<file path="src/rtl/usb4_lane_clk_en_gen_if.sv">
// Bundle of configuration, enable and strobe signals for usb4_lane_clk_en_gen.
// The generator uses the slave modport; whatever drives it uses master.
interface usb4_lane_clk_en_gen_if #(
  parameter int NUM_CH = 4,
  parameter int ACC_W  = 24,
  parameter int SEL_W  = 2
);
  logic [NUM_CH-1:0] ch_en;
  logic              cfg_wr;
  logic [SEL_W-1:0]  cfg_addr;
  logic [ACC_W-1:0]  cfg_data;
  logic [SEL_W-1:0]  gen_sel;
  logic              align;
  logic [NUM_CH-1:0] stb;
  logic [NUM_CH-1:0] ch_rst;
  logic              lane_stb;

  modport master (
    output ch_en, cfg_wr, cfg_addr, cfg_data, gen_sel, align,
    input  stb, ch_rst, lane_stb
  );

  modport slave (
    input  ch_en, cfg_wr, cfg_addr, cfg_data, gen_sel, align,
    output stb, ch_rst, lane_stb
  );
endinterface

</file>
<file path="src/rtl/usb4_lane_clk_en_gen.sv">
// Multi-channel fractional clock-enable generator with per-channel reset sequencing.
// Define USB4_CLKEN_ALIGN_EN to let the align input zero every channel's phase accumulator.
module usb4_lane_clk_en_gen #(
  parameter int NUM_CH   = 4,
  parameter int ACC_W    = 24,
  parameter int HOLD_STB = 3,
  parameter int SEL_W    = 2
) (
  input logic                   local_clk,
  input logic                   rst,
  usb4_lane_clk_en_gen_if.slave bus
);

  localparam int              HC_W      = (HOLD_STB > 1) ? $clog2(HOLD_STB) : 1;
  localparam logic [HC_W-1:0] HOLD_LAST = HC_W'(HOLD_STB - 1);

  typedef enum logic [1:0] {
    ST_DISABLED = 2'd0,
    ST_HOLD     = 2'd1,
    ST_RUN      = 2'd2
  } state_e;

  state_e            r_state    [NUM_CH];
  logic [ACC_W-1:0]  r_acc      [NUM_CH];
  logic [ACC_W-1:0]  r_inc      [NUM_CH];
  logic [HC_W-1:0]   r_hold_cnt [NUM_CH];
  logic [NUM_CH-1:0] r_stb;
  logic [NUM_CH-1:0] r_ch_rst;

  state_e            w_state_nxt    [NUM_CH];
  logic [ACC_W-1:0]  w_acc_nxt      [NUM_CH];
  logic [HC_W-1:0]   w_hold_cnt_nxt [NUM_CH];
  logic [ACC_W:0]    w_sum          [NUM_CH];
  logic [NUM_CH-1:0] w_stb_nxt;
  logic [NUM_CH-1:0] w_ch_rst_nxt;
  logic              w_lane_stb;

  // One extra bit on the add: the carry out of the accumulator is the strobe.
  for (genvar g = 0; g < NUM_CH; g++) begin : g_sum
    assign w_sum[g] = {1'b0, r_acc[g]} + {1'b0, r_inc[g]};
  end

`ifndef USB4_CLKEN_ALIGN_EN
  logic w_unused_align;
  assign w_unused_align = bus.align;
`endif

  // NOTE: every output of this block gets a default first, so no path leaves one unassigned and no latch is inferred.
  always_comb begin
    w_stb_nxt    = '0;
    w_ch_rst_nxt = r_ch_rst;
    for (int i = 0; i < NUM_CH; i++) begin
      w_state_nxt[i]    = r_state[i];
      w_acc_nxt[i]      = r_acc[i];
      w_hold_cnt_nxt[i] = r_hold_cnt[i];

      case (r_state[i])
        ST_HOLD, ST_RUN: begin
          if (!bus.ch_en[i]) begin
            w_state_nxt[i]    = ST_DISABLED;
            w_acc_nxt[i]      = '0;
            w_hold_cnt_nxt[i] = '0;
            w_ch_rst_nxt[i]   = 1'b1;
          end
`ifdef USB4_CLKEN_ALIGN_EN
          else if (bus.align) begin
            w_acc_nxt[i] = '0;
            w_stb_nxt[i] = 1'b0;
          end
`endif
          else begin
            w_acc_nxt[i] = w_sum[i][ACC_W-1:0];
            w_stb_nxt[i] = w_sum[i][ACC_W];
            // Count strobes already on the output; the last one releases the channel reset.
            if (r_state[i] == ST_HOLD && r_stb[i]) begin
              if (r_hold_cnt[i] == HOLD_LAST) begin
                w_state_nxt[i]  = ST_RUN;
                w_ch_rst_nxt[i] = 1'b0;
              end else begin
                w_hold_cnt_nxt[i] = r_hold_cnt[i] + HC_W'(1);
              end
            end
          end
        end

        default: begin
          w_acc_nxt[i]      = '0;
          w_hold_cnt_nxt[i] = '0;
          w_ch_rst_nxt[i]   = 1'b1;
          if (bus.ch_en[i]) begin
            w_state_nxt[i] = ST_HOLD;
          end else begin
            w_state_nxt[i] = ST_DISABLED;
          end
        end
      endcase
    end
  end

  // NOTE: state registers use non-blocking assignments so every register samples pre-edge values.
  always_ff @(posedge local_clk) begin
    if (rst) begin
      // NOTE: the increment register file is reset because an unwritten channel must produce no strobes.
      for (int i = 0; i < NUM_CH; i++) begin
        r_state[i]    <= ST_DISABLED;
        r_acc[i]      <= '0;
        r_inc[i]      <= '0;
        r_hold_cnt[i] <= '0;
      end
      r_stb    <= '0;
      r_ch_rst <= '1;
    end else begin
      for (int i = 0; i < NUM_CH; i++) begin
        r_state[i]    <= w_state_nxt[i];
        r_acc[i]      <= w_acc_nxt[i];
        r_hold_cnt[i] <= w_hold_cnt_nxt[i];
        if (bus.cfg_wr && int'(bus.cfg_addr) == i) begin
          r_inc[i] <= bus.cfg_data;
        end
      end
      r_stb    <= w_stb_nxt;
      r_ch_rst <= w_ch_rst_nxt;
    end
  end

  // Out-of-range selects match no channel and leave the lane strobe low.
  always_comb begin
    w_lane_stb = 1'b0;
    for (int i = 0; i < NUM_CH; i++) begin
      if (int'(bus.gen_sel) == i) begin
        w_lane_stb = r_stb[i];
      end
    end
  end

  assign bus.stb      = r_stb;
  assign bus.ch_rst   = r_ch_rst;
  assign bus.lane_stb = w_lane_stb;

endmodule

</file>
<file path="src/flat_wrapper.sv">
// flat-port wrapper written by rule: the top's interface ports become plain ports
module usb4_lane_clk_en_gen_flat 
#(
  parameter int NUM_CH   = 4,
  parameter int ACC_W    = 24,
  parameter int HOLD_STB = 3,
  parameter int SEL_W    = 2
)
  (local_clk, rst, bus_ch_en, bus_cfg_wr, bus_cfg_addr, bus_cfg_data, bus_gen_sel, bus_align, bus_stb, bus_ch_rst, bus_lane_stb);
  usb4_lane_clk_en_gen_if #(.NUM_CH(NUM_CH), .ACC_W(ACC_W), .SEL_W(SEL_W)) bus_i ();
  input logic local_clk;
  input logic rst;
  input wire logic [$bits(bus_i.ch_en)-1:0] bus_ch_en;
  input wire logic [$bits(bus_i.cfg_wr)-1:0] bus_cfg_wr;
  input wire logic [$bits(bus_i.cfg_addr)-1:0] bus_cfg_addr;
  input wire logic [$bits(bus_i.cfg_data)-1:0] bus_cfg_data;
  input wire logic [$bits(bus_i.gen_sel)-1:0] bus_gen_sel;
  input wire logic [$bits(bus_i.align)-1:0] bus_align;
  output wire logic [$bits(bus_i.stb)-1:0] bus_stb;
  output wire logic [$bits(bus_i.ch_rst)-1:0] bus_ch_rst;
  output wire logic [$bits(bus_i.lane_stb)-1:0] bus_lane_stb;
  assign bus_i.ch_en = bus_ch_en;
  assign bus_i.cfg_wr = bus_cfg_wr;
  assign bus_i.cfg_addr = bus_cfg_addr;
  assign bus_i.cfg_data = bus_cfg_data;
  assign bus_i.gen_sel = bus_gen_sel;
  assign bus_i.align = bus_align;
  assign bus_stb = bus_i.stb;
  assign bus_ch_rst = bus_i.ch_rst;
  assign bus_lane_stb = bus_i.lane_stb;
  usb4_lane_clk_en_gen #(.NUM_CH(NUM_CH), .ACC_W(ACC_W), .HOLD_STB(HOLD_STB), .SEL_W(SEL_W)) u_core (.local_clk(local_clk), .rst(rst), .bus(bus_i));
endmodule
</file>
<file path="config.mk">
export PLATFORM = sky130hd
export DESIGN_NAME = usb4_lane_clk_en_gen_flat
export DESIGN_NICKNAME = d
export VERILOG_FILES = /design/src/rtl/usb4_lane_clk_en_gen_if.sv /design/src/rtl/usb4_lane_clk_en_gen.sv /design/src/flat_wrapper.sv
export SDC_FILE = /design/constraint.sdc
export NUM_CORES = 1
export LEC_CHECK = 0
export CORE_MARGIN = 4
export CORE_UTILIZATION = 50
export CTS_CLUSTER_SIZE = 8
export DETAILED_ROUTE_END_ITERATION = 10
export HOLD_SLACK_MARGIN = 0.03
export PLACE_DENSITY = 0.65
export SLEW_MARGIN = 0
export SYNTH_ARGS = -nofsm -noshare
export SYNTH_HDL_FRONTEND = slang
export SYNTH_SLANG_ARGS = --single-unit
</file>
<file path="constraint.sdc">
create_clock -name local_clk -period 3 [get_ports local_clk]
set_input_delay 0.6 -clock local_clk [delete_from_list [all_inputs] [get_ports local_clk]]
set_output_delay 0.6 -clock local_clk [all_outputs]
set_load 0.01 [all_outputs]
</file>
==> results of run 1 <==
[path summary, 6_finish.rpt]
check                                                       start                                end  slack (ns)  depth (start not counted)
worst min register to register  u_core.bus.ch_rst[0]$_SDFFE_PP1P_  u_core.bus.ch_rst[0]$_SDFFE_PP1P_        0.44                          2
worst max register to register   u_core.r_inc[2][0]$_SDFFCE_PN0P_     u_core.r_acc[0][70]$_SDFF_PP0_        0.20                          9
worst max-delay path             u_core.r_inc[2][0]$_SDFFCE_PN0P_     u_core.r_acc[0][70]$_SDFF_PP0_        0.20                          9
worst min-delay path            u_core.bus.ch_rst[0]$_SDFFE_PP1P_  u_core.bus.ch_rst[0]$_SDFFE_PP1P_        0.44                          2
[synth_stat cells (28+ instances only)]
| cell | number |
|---|---|
| nor2_1 | 123 |
| dfxtp_1 | 120 |
| and2_1 | 110 |
| a21oi_1 | 104 |
| ha_1 | 104 |
| edfxtp_1 | 96 |
| nand2_1 | 71 |
| a21o_1 | 44 |
| o21ai_0 | 42 |
| clkbuf_1 | 39 |
| xor2_1 | 35 |
| xnor2_1 | 34 |
| inv_1 | 28 |
[layout make-up]
| cell class | count | area, µm² |
|---|---|---|
| Fill cell | 2099 | 9880 |
| Multi-Input combinational cell | 927 | 6330 |
| Sequential cell | 216 | 5290 |
| Clock buffer | 55 | 845 |
| Timing Repair Buffer | 56 | 541 |
| Tap cell | 319 | 399 |
| Inverter | 28 | 105 |
| Clock inverter | 1 | 16.3 |
[where the power goes]
part	leakage [nW]	total (mW)	switching [mW]	internal (mW)
clock	0.406	3.09	1.22	1.87
sequential	1.91	3.25	0.0449	3.20
combinational	3.32	0.737	0.448	0.289
[registers in the layout, indices dropped and copies added (netlist names)]
| signal | count |
|---|---|
| u_core.bus.ch_rst | 4 |
| u_core.bus.stb | 4 |
| u_core.r_acc | 96 |
| u_core.r_hold_cnt | 8 |
| u_core.r_inc | 96 |
| u_core.r_state | 8 |
[per-stage QoR]
step                      worst slack (ns)  instances  util, %
after floorplan                      0.339       1210        -
after global routing                0.0219       1602     57.8
final                                0.200       1602     57.8
after detailed placement             0.206       1546     54.1
after CTS                            0.188       1602     57.8
after global placement               0.234       1546     54.1
[routing by layer]
layer | up-vias | wire length, µm | global-route usage (%)
met4 | 2 | 920 | 7.65
met5 | - | 13 | 0
li1 | 4489 | - | -
met1 | 4188 | 12400 | 27.7
met2 | 201 | 12900 | 35.3
met3 | 46 | 1390 | 3.17
[worst register-to-register path, stage by stage, from the launching register on]
cell	delay, ns
edfxtp_1	0.36
ha_1	0.23
fa_1	0.48
a211o_1	0.33
a2111o_1	0.44
a211o_1	0.33
a21oi_1	0.15
o21ai_1	0.10
o21ai_1	0.13
mux2i_1	0.19
[kinds of logic after synthesis]
kind of cell | count (synthesis)
AND/OR/NAND/NOR | 427
AO/OA/AOI/OAI | 318
flip-flops | 216
adder cells (fa/ha/maj) | 108
XOR/XNOR | 69
buffers and inverters | 67
multiplexers | 5
==> out/metrics.yaml, run 1 <==
post-route-min-period_ns: 2.80
drc: 0
core-area_um2: 23400
maxCapViolCount: 0
crit_fanout: 3
drt-pass1-iter-count: 5
dp_hpwl_um: 19100
status: "complete, no violations"
tns_ns: 0
initial_core_util_pct: 50.6
synth.top_cell.area_share_pct: 24.3
slowest_delay_ns: 0.48
design_area_um2: 13500
worst_hold_slack_ns: 0.437
wl_um: 27600
synth_ff_type: "dfxtp_1"
num_antenna_cells: 0
p_leak_nw: 5.64
synthCells: 1210
ys_seq_area_share_pct: 44.6
synth_compound_area_share_pct: 17.6
setup_viol: 0
htreeDepth: 1
worst_pin_slew_ns: 0.654
synth_xor_area_share_pct: 5.10
io_buffers: 43
antenna_left: 0
grt_first_pass_wirelength_um: 44100
die-width_um: 162
ir_drop_uv: 393
cts_tree: "yes"
cp.arrival_ns: 3.26
globalplace.congestion: 0.896
yosys.cell_types.count: 71
fin_crit_sh_pct: 93.3
slew_headroom_pct: 56.4
cts_sinks: 216
syn_area_um2: 11800
fin_nets: 1403
wl_per_cell_um: 17.2
synth_seq_cells: 216
required_ns: 3.46
yosys.area_share.simple_pct: 18.3
clk_latency_ns: 0.54
cp_slowest_cell: "fa_1"
gr-total-overflow: 0
crit_family: "compound AO/OA/AOI/OAI gates"
clock_skew_ns: 0.0149
hold_path_class: "reg2reg"
drive_gt1_share_pct: 5.77
cp-start-kind: "flip-flop"
grt_max_degree: 25
fmax_mhz: 357
totalPowerFinal_mw: 7.07
p_per_area_nw_per_um2: 523
path_buf_inv: 0
post_dp_cell_area_um2: 12700
boundaryPins: 45
final_cell_mix: "nor2_1 (123), dfxtp_1 (120), and2_1 (110)"
die_h_um: 162
first_global_vias: 8626
yosys-top-cells-area: "edfxtp_1 (24%), dfxtp_1 (20%), ha_1 (11%)"
clockRootBuffer: "clkbuf_16"
cts.clk_slew.worst_paths_ns: 0.05
synth_largest_area_cell: "edfxtp_1"
synth_fa_ha_area_share_pct: 11.7
numCtsBuffers: 30
area_growth_pct: 14.1
drt-vias-per-instance: 5.57
cts_hold_buf: 0
antenna_found_initial: 2
synth-warning-count: 0
synthArstFlopShare_pct: 0
final_common_cell: "nor2_1"
crit_type: "reg2reg"
grtUsageTotal_pct: 21.0
cts_resized: 0
path_cells: "ha_1, fa_1, a211o_1, a2111o_1, a211o_1, a21oi_1, o21ai_1, o21ai_1, mux2i_1"
dieArea_um2: 26200
slew_violations: 0
avgSynthCellArea_um2: 9.79
end_kind: "flip-flop"
num_rows: 56
rsz0062_at_grt: "false"
synth_edf_count: 96
final_hold_viol_count: 0
vias: 8926
post-cts-setup-buffers: 0
initialDrtViolationCount: 647
cts.path.max_buffers: 3
synth_top_family_by_area: "simple AND/OR/NAND/NOR gates"
syn_nets: 1354
synth_mux_area_share_pct: 0.528
Note: power is estimated with default switching activity, not from simulation.
==> run 2, diff against run 1 <==
Settings changed: SKIP_LAST_GASP set to 1.
==> results of run 2 <==
No change in the layout: final DEF, timing and power equal those of run 1.
==> run 3, diff against run 2 <==
Settings changed: CTS_CLUSTER_DIAMETER set to 60.
==> results of run 3 <==
No change in the layout: final DEF, timing and power equal those of run 1.
==> patch (settings of run 1) <==
Build with the macro `USB4_CLKEN_ALIGN_EN` defined.
--- a/src/rtl/usb4_lane_clk_en_gen.sv
+++ b/src/rtl/usb4_lane_clk_en_gen.sv
@@ -1,5 +1,7 @@
 // Multi-channel fractional clock-enable generator with per-channel reset sequencing.
 // Define USB4_CLKEN_ALIGN_EN to let the align input zero every channel's phase accumulator.
+`define USB4_CLKEN_ALIGN_EN
+
 module usb4_lane_clk_en_gen #(
   parameter int NUM_CH   = 4,
   parameter int ACC_W    = 24,
Check against the original RTL: not equivalent (Yosys sat finds a counterexample within 4 cycles, from zero or initial values).
==> patch against run 1 <==
Worst setup slack better by 0.10 ns. Routed wire length increased by 2.5%. Design area up 0.91%. Non-clock buffer count increased by 5. Sequential power is essentially flat. Power shrank 0.25%. Area after synthesis rose by 0.88%. Sequential cell count stayed put. Clock skew down 0.0059 ns. Cell count grew 0.44%. Critical endpoint is now bus_lane_stb. Largest power group unchanged.
==> patch: results (changes against run 1) <==
Outcome
  – Status: complete, no violations

STA
  – Skew final: 0.00897 ns (-0.00594 ns)
  – Slew headroom: 62.7% (+6.3 points)
  – Final min period: 2.70 ns (-0.104 ns)

Routing
  – Met3 routed wirelength: 1.22 mm (-13%)
  – WL final: 28.3 mm (+2.5%)
  – Initial drt markers: 454 (-30%)
  – WL met2: 13.3 mm (+3.1%)
  – Avg WL per Cell: 17.6 um (+2.0%)
  – Top sig layer: met4

Worst setup path
  – Worst r2r dst: u_core.r_acc[0][20]
  – Crit. Startpoint: bus_gen_sel[0]
  – Largest stage delay on the critical path: 0.51 ns (+0.03 ns)
  – R2R setup slack: 0.36 ns (+0.16 ns)
  – Arr. time, crit path: 2.10 ns (-1.16 ns)
  – FF-to-FF Start: u_core.r_inc[0][0]
  – Slowest CP cell: mux4_2

Placement
  – Placed wire-length estimate: 19.8 mm (+3.9%)
  – Port Buffers: 44 (+2.3%)
  – Worst slack, placed: 0.290 ns (+0.0835 ns)
  – DP Area: 12800 um^2 (+0.93%)

Finish
  – Layout cells sized above 1: 6.12% (+0.36 points)
  – Multi-input combinational area share: 47.0% (+0.17 points)
  – Inverter count: 24 (-14%)
  – Area Overhead vs Synth: 14.2% (about the same)
  – Non-CTS buffers: 61 (+8.9%)
  – Final clock-cell share: 6.35% (-0.021 points)
  – Data buffer area share: 4.35% (+0.35 points)
  – Fillers: 2128 (+1.4%)

Pwr
  – Clk pwr share: 44.8% (+1.2 points)
  – Leakage power: 5.41 nW (-4.1%)
  – Power Internal: 5.36 mW (about the same)

Global route
  – Number of global-route vias before repair: 8523 (-1.2%)
  – Antenna violations before repair: 5 (+3)
  – GR Layer Usage met3: 2.99% (-0.19 points)
  – Met1 usage: 28.8% (+1.1 points)

Synthesis
  – Post-synthesis average cell area: 9.80 um^2 (+0.13%)
  – Ranking of synthesized cells by area: edfxtp_1 (24%), dfxtp_1 (20%), ha_1 (11%), and2_1 (5.8%), nor2_1 (4.5%)
  – Complex-gate fraction of the synthesized area: 16.9% (-0.70 points)
  – Syn_nets: 1363 (+0.66%)

Worst hold path
  – WHS Endpoint: u_core.bus.ch_rst[3]
  – Min-delay src: u_core.bus.ch_rst[3]
  – Hold path depth: 1 (-1)
==> patch: cell count changes after synthesis, sizes merged, moves of 5 or more <==
cell / change
or4: -6
a21o: -7
xnor2: +7
nor3: +7
nand3: +6
nor2: +20
a21oi: -8
o211ai: +5
a31oi: +5
buf: +9
nand2: -21
==> patch: cell families (layout without fill, tap and decap cells) <==
logic type,count (synthesis),count (layout)
xor gates and xnor gates,74,74
adders and majority gates,108,108
DFF,216,216
AOI/OAI and AO/OA,306,306
muxes,5,5
buffers and inverters,69,140
and+or+nand+nor,441,441
==> patch: how the worst max path moves through the flow <==
stage | cells past startpoint | endpoint
6_report | 3 | bus_lane_stb
5_1_grt | 9 | u_core.r_acc[0][20]
3_3_place_gp | 3 | bus_lane_stb
2_1_floorplan | 9 | u_core.r_acc[0][20]
3_5_place_dp | 3 | bus_lane_stb
4_1_cts | 3 | bus_lane_stb
